--- src/rtl/text_grid_arbiter_pkg.sv ---
// Shared constants and types for the text-grid BRAM arbiter.
// Grid geometry (64x64 characters) sets the BRAM address width; the BRAM is
// used in its registered-output mode, giving a fixed two-cycle read latency.
package text_grid_arbiter_pkg;

    localparam int unsigned SCREEN_WIDTH           = 64;
    localparam int unsigned SCREEN_HEIGHT          = 64;
    localparam int unsigned GRID_ADDR_WIDTH        = $clog2(SCREEN_WIDTH * SCREEN_HEIGHT);
    localparam int unsigned GRID_CHAR_WIDTH        = 8;
    localparam int unsigned TEXT_BRAM_READ_LATENCY = 2;
    localparam int unsigned STALL_COUNT_WIDTH      = 16;

    // Which requester owns the BRAM port in the current cycle.
    typedef enum logic [1:0] {
        GNT_NONE = 2'd0,
        GNT_WR   = 2'd1,
        GNT_RD   = 2'd2
    } grant_e;

    // Increment that sticks at all-ones instead of wrapping.
    function automatic logic [STALL_COUNT_WIDTH-1:0] sat_inc(
        input logic [STALL_COUNT_WIDTH-1:0] value
    );
        return (value == '1) ? value : value + 1'b1;
    endfunction

endpackage

--- src/rtl/text_grid_arbiter_valid_delay_line.sv ---
// N-stage valid shift register with asynchronous active-high reset.
// Ports:
//   clk_in    - clock
//   rst_in    - asynchronous active-high reset, clears every stage
//   valid_in  - bit entering stage 0
//   valid_out - last stage, valid_in delayed by DEPTH cycles
module valid_delay_line
    import text_grid_arbiter_pkg::*;
#(
    parameter int unsigned DEPTH = TEXT_BRAM_READ_LATENCY
) (
    input  logic clk_in,
    input  logic rst_in,
    input  logic valid_in,
    output logic valid_out
);

    logic [DEPTH-1:0] r_stages;

    generate
        if (DEPTH == 1) begin : g_single
            always_ff @(posedge clk_in or posedge rst_in) begin
                if (rst_in) begin
                    r_stages <= '0;
                end else begin
                    r_stages <= valid_in;
                end
            end
        end else begin : g_multi
            always_ff @(posedge clk_in or posedge rst_in) begin
                if (rst_in) begin
                    r_stages <= '0;
                end else begin
                    r_stages <= {r_stages[DEPTH-2:0], valid_in};
                end
            end
        end
    endgenerate

    assign valid_out = r_stages[DEPTH-1];

endmodule

--- src/rtl/text_grid_arbiter.sv ---
// Arbiter sharing the single-port text-grid BRAM between the terminal
// controller (writes, through a 1-entry buffer) and the assembler line feeder
// (reads). Writes win by default; after STARVE_LIMIT consecutive write grants
// against a pending read, the read is granted unless it targets the buffered
// write address, in which case the write drains first so the read sees it.
// Ports:
//   clk_in, rst_in         - clock, asynchronous active-high reset
//   wr_valid_in/addr/data  - write request;  wr_ready_out accepts it
//   rd_valid_in/addr       - read request;   rd_ready_out accepts it
//   rd_data_out            - BRAM read data passthrough
//   rd_data_valid_out      - high READ_LATENCY cycles after a read handshake
//   ram_addr/din/we_out    - BRAM port;      ram_dout_in is its read data
//   stall_count_out        - saturating count of cycles a read waited
module text_grid_arbiter
    import text_grid_arbiter_pkg::*;
#(
    parameter int unsigned ADDR_WIDTH   = GRID_ADDR_WIDTH,
    parameter int unsigned DATA_WIDTH   = GRID_CHAR_WIDTH,
    parameter int unsigned READ_LATENCY = TEXT_BRAM_READ_LATENCY,
    parameter int unsigned STARVE_LIMIT = 4
) (
    input  logic                         clk_in,
    input  logic                         rst_in,
    input  logic                         wr_valid_in,
    input  logic [ADDR_WIDTH-1:0]        wr_addr_in,
    input  logic [DATA_WIDTH-1:0]        wr_data_in,
    output logic                         wr_ready_out,
    input  logic                         rd_valid_in,
    input  logic [ADDR_WIDTH-1:0]        rd_addr_in,
    output logic                         rd_ready_out,
    output logic [DATA_WIDTH-1:0]        rd_data_out,
    output logic                         rd_data_valid_out,
    output logic [ADDR_WIDTH-1:0]        ram_addr_out,
    output logic [DATA_WIDTH-1:0]        ram_din_out,
    output logic                         ram_we_out,
    input  logic [DATA_WIDTH-1:0]        ram_dout_in,
    output logic [STALL_COUNT_WIDTH-1:0] stall_count_out
);

    localparam int unsigned STARVE_WIDTH = $clog2(STARVE_LIMIT + 1);

    logic                         r_wbuf_valid;
    logic [ADDR_WIDTH-1:0]        r_wbuf_addr;
    logic [DATA_WIDTH-1:0]        r_wbuf_data;
    logic [STARVE_WIDTH-1:0]      r_starve_cnt;
    logic [STALL_COUNT_WIDTH-1:0] r_stall_count;

    grant_e w_grant;
    logic   w_hazard;
    logic   w_starved;
    logic   w_grant_rd;
    logic   w_grant_wr;
    logic   w_wr_hs;

    always_comb begin
        w_hazard  = r_wbuf_valid && rd_valid_in && (rd_addr_in == r_wbuf_addr);
        w_starved = (r_starve_cnt == STARVE_WIDTH'(STARVE_LIMIT));
        w_grant   = GNT_NONE;
        // A starved read may overtake the buffer, but never a write to its own address.
        if (rd_valid_in && (!r_wbuf_valid || (w_starved && !w_hazard))) begin
            w_grant = GNT_RD;
        end else if (r_wbuf_valid) begin
            w_grant = GNT_WR;
        end
    end

    assign w_grant_rd = (w_grant == GNT_RD);
    assign w_grant_wr = (w_grant == GNT_WR);

    // Draining the buffer this cycle frees it for a new write in the same cycle.
    assign wr_ready_out = !r_wbuf_valid || w_grant_wr;
    assign w_wr_hs      = wr_valid_in && wr_ready_out;

    assign rd_ready_out    = w_grant_rd;
    assign ram_we_out      = w_grant_wr;
    assign ram_addr_out    = w_grant_wr ? r_wbuf_addr : rd_addr_in;
    assign ram_din_out     = r_wbuf_data;
    assign rd_data_out     = ram_dout_in;
    assign stall_count_out = r_stall_count;

    always_ff @(posedge clk_in or posedge rst_in) begin
        if (rst_in) begin
            r_wbuf_valid <= 1'b0;
            r_wbuf_addr  <= '0;
            r_wbuf_data  <= '0;
        end else if (w_wr_hs) begin
            r_wbuf_valid <= 1'b1;
            r_wbuf_addr  <= wr_addr_in;
            r_wbuf_data  <= wr_data_in;
        end else if (w_grant_wr) begin
            r_wbuf_valid <= 1'b0;
        end
    end

    // A pending read that is not granted implies a write grant, so the
    // increment branch only needs the saturation test.
    always_ff @(posedge clk_in or posedge rst_in) begin
        if (rst_in) begin
            r_starve_cnt <= '0;
        end else if (w_grant_rd || !rd_valid_in) begin
            r_starve_cnt <= '0;
        end else if (w_grant_wr && !w_starved) begin
            r_starve_cnt <= r_starve_cnt + 1'b1;
        end
    end

    always_ff @(posedge clk_in or posedge rst_in) begin
        if (rst_in) begin
            r_stall_count <= '0;
        end else if (rd_valid_in && !w_grant_rd) begin
            r_stall_count <= sat_inc(r_stall_count);
        end
    end

    valid_delay_line #(
        .DEPTH (READ_LATENCY)
    ) u_rsp_valid (
        .clk_in    (clk_in),
        .rst_in    (rst_in),
        .valid_in  (w_grant_rd),
        .valid_out (rd_data_valid_out)
    );

endmodule

--- config.mk ---
export PLATFORM = sky130hd
export DESIGN_NAME = text_grid_arbiter
export DESIGN_NICKNAME = d
export VERILOG_FILES = /design/src/rtl/text_grid_arbiter_pkg.sv /design/src/rtl/text_grid_arbiter_valid_delay_line.sv /design/src/rtl/text_grid_arbiter.sv
export SDC_FILE = /design/constraint.sdc
export NUM_CORES = 1
export LEC_CHECK = 0
export ABC_AREA = 1
export CAP_MARGIN = 20
export CORE_MARGIN = 4
export CORE_UTILIZATION = 45
export DETAILED_ROUTE_END_ITERATION = 8
export PLACE_DENSITY = 0.8
export SYNTH_ARGS = -nofsm -noshare
export SYNTH_HDL_FRONTEND = slang
export SYNTH_HIERARCHICAL = 1
export SYNTH_SLANG_ARGS = --single-unit
--- constraint.sdc ---
create_clock -name clk_in -period 2.3 [get_ports clk_in]
set_input_delay 0.345 -clock clk_in [delete_from_list [all_inputs] [get_ports clk_in]]
set_output_delay 0.345 -clock clk_in [all_outputs]
set_load 0.1 [all_outputs]
==> metrics.md <==
| Metric | Value |
|---|---|
| Final Hold Viols | `0` |
| Clock power frac | `0.190` |
| IO Pins | `92` |
| Avg Cell Area, Syn | `7.69 µm²` |
| Max transition margin | `0.658` |
| Final #Nets | `461` |
| Routed Antenna Nets | `0` |
| Setup crit start kind | `register` |
| Switching Fraction | `0.445` |
| DRT Pass-1 Iters | `4` |
| FF-to-FF path depth | `11` |
| Final-report setup violation count | `0` |
| Status | `finished, final reports clean` |
| Reg-to-reg slack, setup | `0.33 ns` |
| Internal | `0.00131 W` |
| Critical R2R Launch | `r_wbuf_addr[0]$_DFFE_PP0P_` |
| Sw Pwr | `0.00105 W` |
| Number of synthesized flops with an enable pin | `0` |
| Hold Slack | `0.240 ns` |
| Core area | `5510 µm²` |
| DRC | `0` |
| Max frequency | `441 MHz` |
| Mapped Cells | `333` |
| Total clock sinks | `42` |
| Worst Path Required | `1.96 ns` |
| Comb pwr share | `0.435` |
| CTS buffer count | `5` |
| Gpl congestion | `0.849` |
| Post-placement cell area | `3490 µm²` |
| Clk Latency, worst-skew pair | `0.29 ns` |
| Mapped Area | `2560 µm²` |
| Vias | `2523` |
| Critical path class | `register to output pin` |
| Post-layout util | `0.663` |
| Sequential share of power | `0.376` |
| Largest fanout on the critical path | `3` |
| Synth Register Bits | `42` |
| Layout cells sized above 1 | `0.254` |
| Final setup margin | `0.0343 ns` |
| Die area | `6960 µm²` |
| Post-DP HPWL | `5120 µm` |
| Post-Route WL | `6900 µm` |
| RSZ-0062 raised after global routing | `true` |
| Global-route wire length before repair | `11700 µm` |
| Max cap viols | `0` |
| Share of the synthesized area in the top cell type | `0.410` |
| Peak supply drop | `420 µV` |
| Worst-margin pin slew | `0.512 ns` |
| Vias in the first global route | `2435` |
| Minimum clock period after layout | `2.27 ns` |
| Clock Skew | `0.00407 ns` |
| P_leak | `1.84 nW` |
| Sequential cell area fraction in the yosys report | `0.410` |
| Wire length per cell | `14.2 µm` |
| GRT Total Usage | `0.203` |
| Pre-CTS WS | `-0.0536 ns` |
| Synth warnings | `6` |
| Die Ht | `83.4 µm` |
| Synth-to-Final Area Change | `42.6%` |
| Area contributors post-synth | `dfrtp_1, nand2_1, nand4_1` |
| FF-to-FF End | `r_starve_cnt[2]$_DFFE_PP0P_` |
| Total power | `0.00236 W` |
| Post-synth ARST share | `1.00` |
| Clk root buf | `clkbuf_8` |
| CTS Buffer Depth | `2` |
| Mapped Nets | `380` |
| Post-DR vias/cell | `5.19` |
| Area occupied by multi-input gates | `1350 µm²` |
| Initial antenna violation count | `0` |
| Clock slew seen by the registers of the worst setup and hold paths | `0.08 ns` |
| Storage element area | `1050 µm²` |
| PD cells | `645 nW/µm²` |
| Unique masters post-synth | `26` |
| Ys flop type | `dfrtp_1` |
| H-tree levels | `2` |
| Fin area | `3650 µm²` |
| Row count | `27` |
| Iter 0 DRT Violations | `161` |
| Port buffer count | `75` |
| Ant diodes | `0` |
| TritonCTS clock tree | `yes` |
| Grt total ovfl | `0` |
| Largest net degree at the start of global routing | `41` |
| CP Capture Type | `output pin` |
| Fillers | `464` |
| Die span in x | `83.4 µm` |
| Tcrit/Tclk final | `0.985` |
| Dominant cell type by area after synthesis | `dfrtp_1` |
| Slew Limit Fails | `0` |
| WP data arrival | `1.92 ns` |
| HP Class | `input port to asynchronous set/reset pin` |
| Initial core utilization | `0.465` |
## cells in the final DEF (no fill, tap or decap), types with 4 or more instances in the layout
cell type / netlist / routed
buf_12: 0 / 15
buf_4: 11 / 43
clkbuf_8: 0 / 5
clkdlybuf4s50_1: 0 / 23
dfrtp_1: 42 / 41
dlygate4sd2_1: 0 / 12
inv_1: 26 / 25
nand2_1: 141 / 124
nand2_2: 1 / 18
nand3_1: 24 / 24
nand4_1: 21 / 21
nor2_1: 5 / 4
nor2_2: 5 / 5
nor3_1: 5 / 5
xnor2_1: 14 / 13
xor2_1: 9 / 9
## kinds of logic after synthesis
family | after synthesis | share of synthesized area
and+or+nand+nor | 212 | 0.387
adders and majority gates | 3 | 0.0147
AOI/OAI and AO/OA | 6 | 0.0190
DFF | 42 | 0.410
buffers and inverters | 47 | 0.0899
xor gates and xnor gates | 23 | 0.0787
## state kept, by name (all words and copies together) (netlist names)
name / count
r_starve_cnt: 3
r_wbuf_addr: 12
r_wbuf_valid: 1
ram_din_out: 8
stall_count_out: 16
u_rsp_valid/r_stages: 2
## stage by stage
step           cells  setup TNS [ns]
2_1_floorplan    333               0
4_1_cts          482               0
6_report         486               0
5_1_grt          486          -0.713
3_5_place_dp     473          -0.433
3_3_place_gp     473               0
## layout make-up
type                       instances  area share
clock inverter                     2     0.00274
clock buffer                       5      0.0188
multi-input combinational        244       0.370
inverter                          26      0.0274
tap                               72      0.0247
timing repair buffer              95       0.269
sequential                        42       0.288
## synthesized netlist by cell type, types with 2 or more instances
cell type,number
buf_2,4
buf_4,11
clkbuf_1,5
dfrtp_1,42
ha_1,3
inv_1,26
nand2_1,141
nand3_1,24
nand3b_1,2
nand4_1,21
nand4_4,2
nor2_1,5
nor2_2,5
nor3_1,5
nor3_2,3
o21ai_0,3
xnor2_1,14
xor2_1,9
## worst max-delay path: stages (launching register included)
cell	delay [ns]
dfrtp_2	0.44
xnor2_2	0.17
nand2_1	0.09
nor2_2	0.14
nand3_4	0.11
buf_4	0.15
buf_4	0.14
a21oi_4	0.13
nor2_2	0.07
buf_12	0.17
## metal layers
layer | vias to the layer above | GRT usage | part of all wire
met5 | - | 0 | 0
met4 | 0 | 0.0570 | 0.022
met3 | 16 | 0.0357 | 0.042
met2 | 84 | 0.339 | 0.50
met1 | 1202 | 0.271 | 0.44
li1 | 1221 | - | -
## worst max path at each step
stage	startpoint	endpoint	slack, ns	depth (start not counted)
final	r_wbuf_addr[0]$_DFFE_PP0P_	rd_ready_out	0.03	9
after CTS	r_wbuf_addr[0]$_DFFE_PP0P_	ram_addr_out[11]	0.005	9
after global routing	r_wbuf_addr[5]$_DFFE_PP0P_	ram_addr_out[4]	-0.06	12
after floorplan	r_wbuf_addr[4]$_DFFE_PP0P_	ram_addr_out[10]	0.03	8
after global placement	rd_addr_in[0]	ram_addr_out[0]	0.0005	10
after detailed placement	rd_addr_in[0]	ram_addr_out[11]	-0.05	10
## power by group through the flow
stage / combinational (W) / clock, W / sequential [W]
6_report: 0.00102 / 0.000447 / 0.000885
5_1_grt: 0.00108 / 0.000489 / 0.000896
4_1_cts: 0.00102 / 0.000455 / 0.000883
3_5_place_dp: 0.00102 / 0 / 0.000896
3_3_place_gp: 0.00100 / 0 / 0.000895
2_1_floorplan: 0.000457 / 0 / 0.00120
## repair_timing
item,4_1_cts,5_1_grt
setup buffers,2,4
endpoints found under the setup margin,12,15
hold buffers,0,0
gates resized for setup,20,8
pin swaps,7,11
Power figures use the tool's default switching activity.
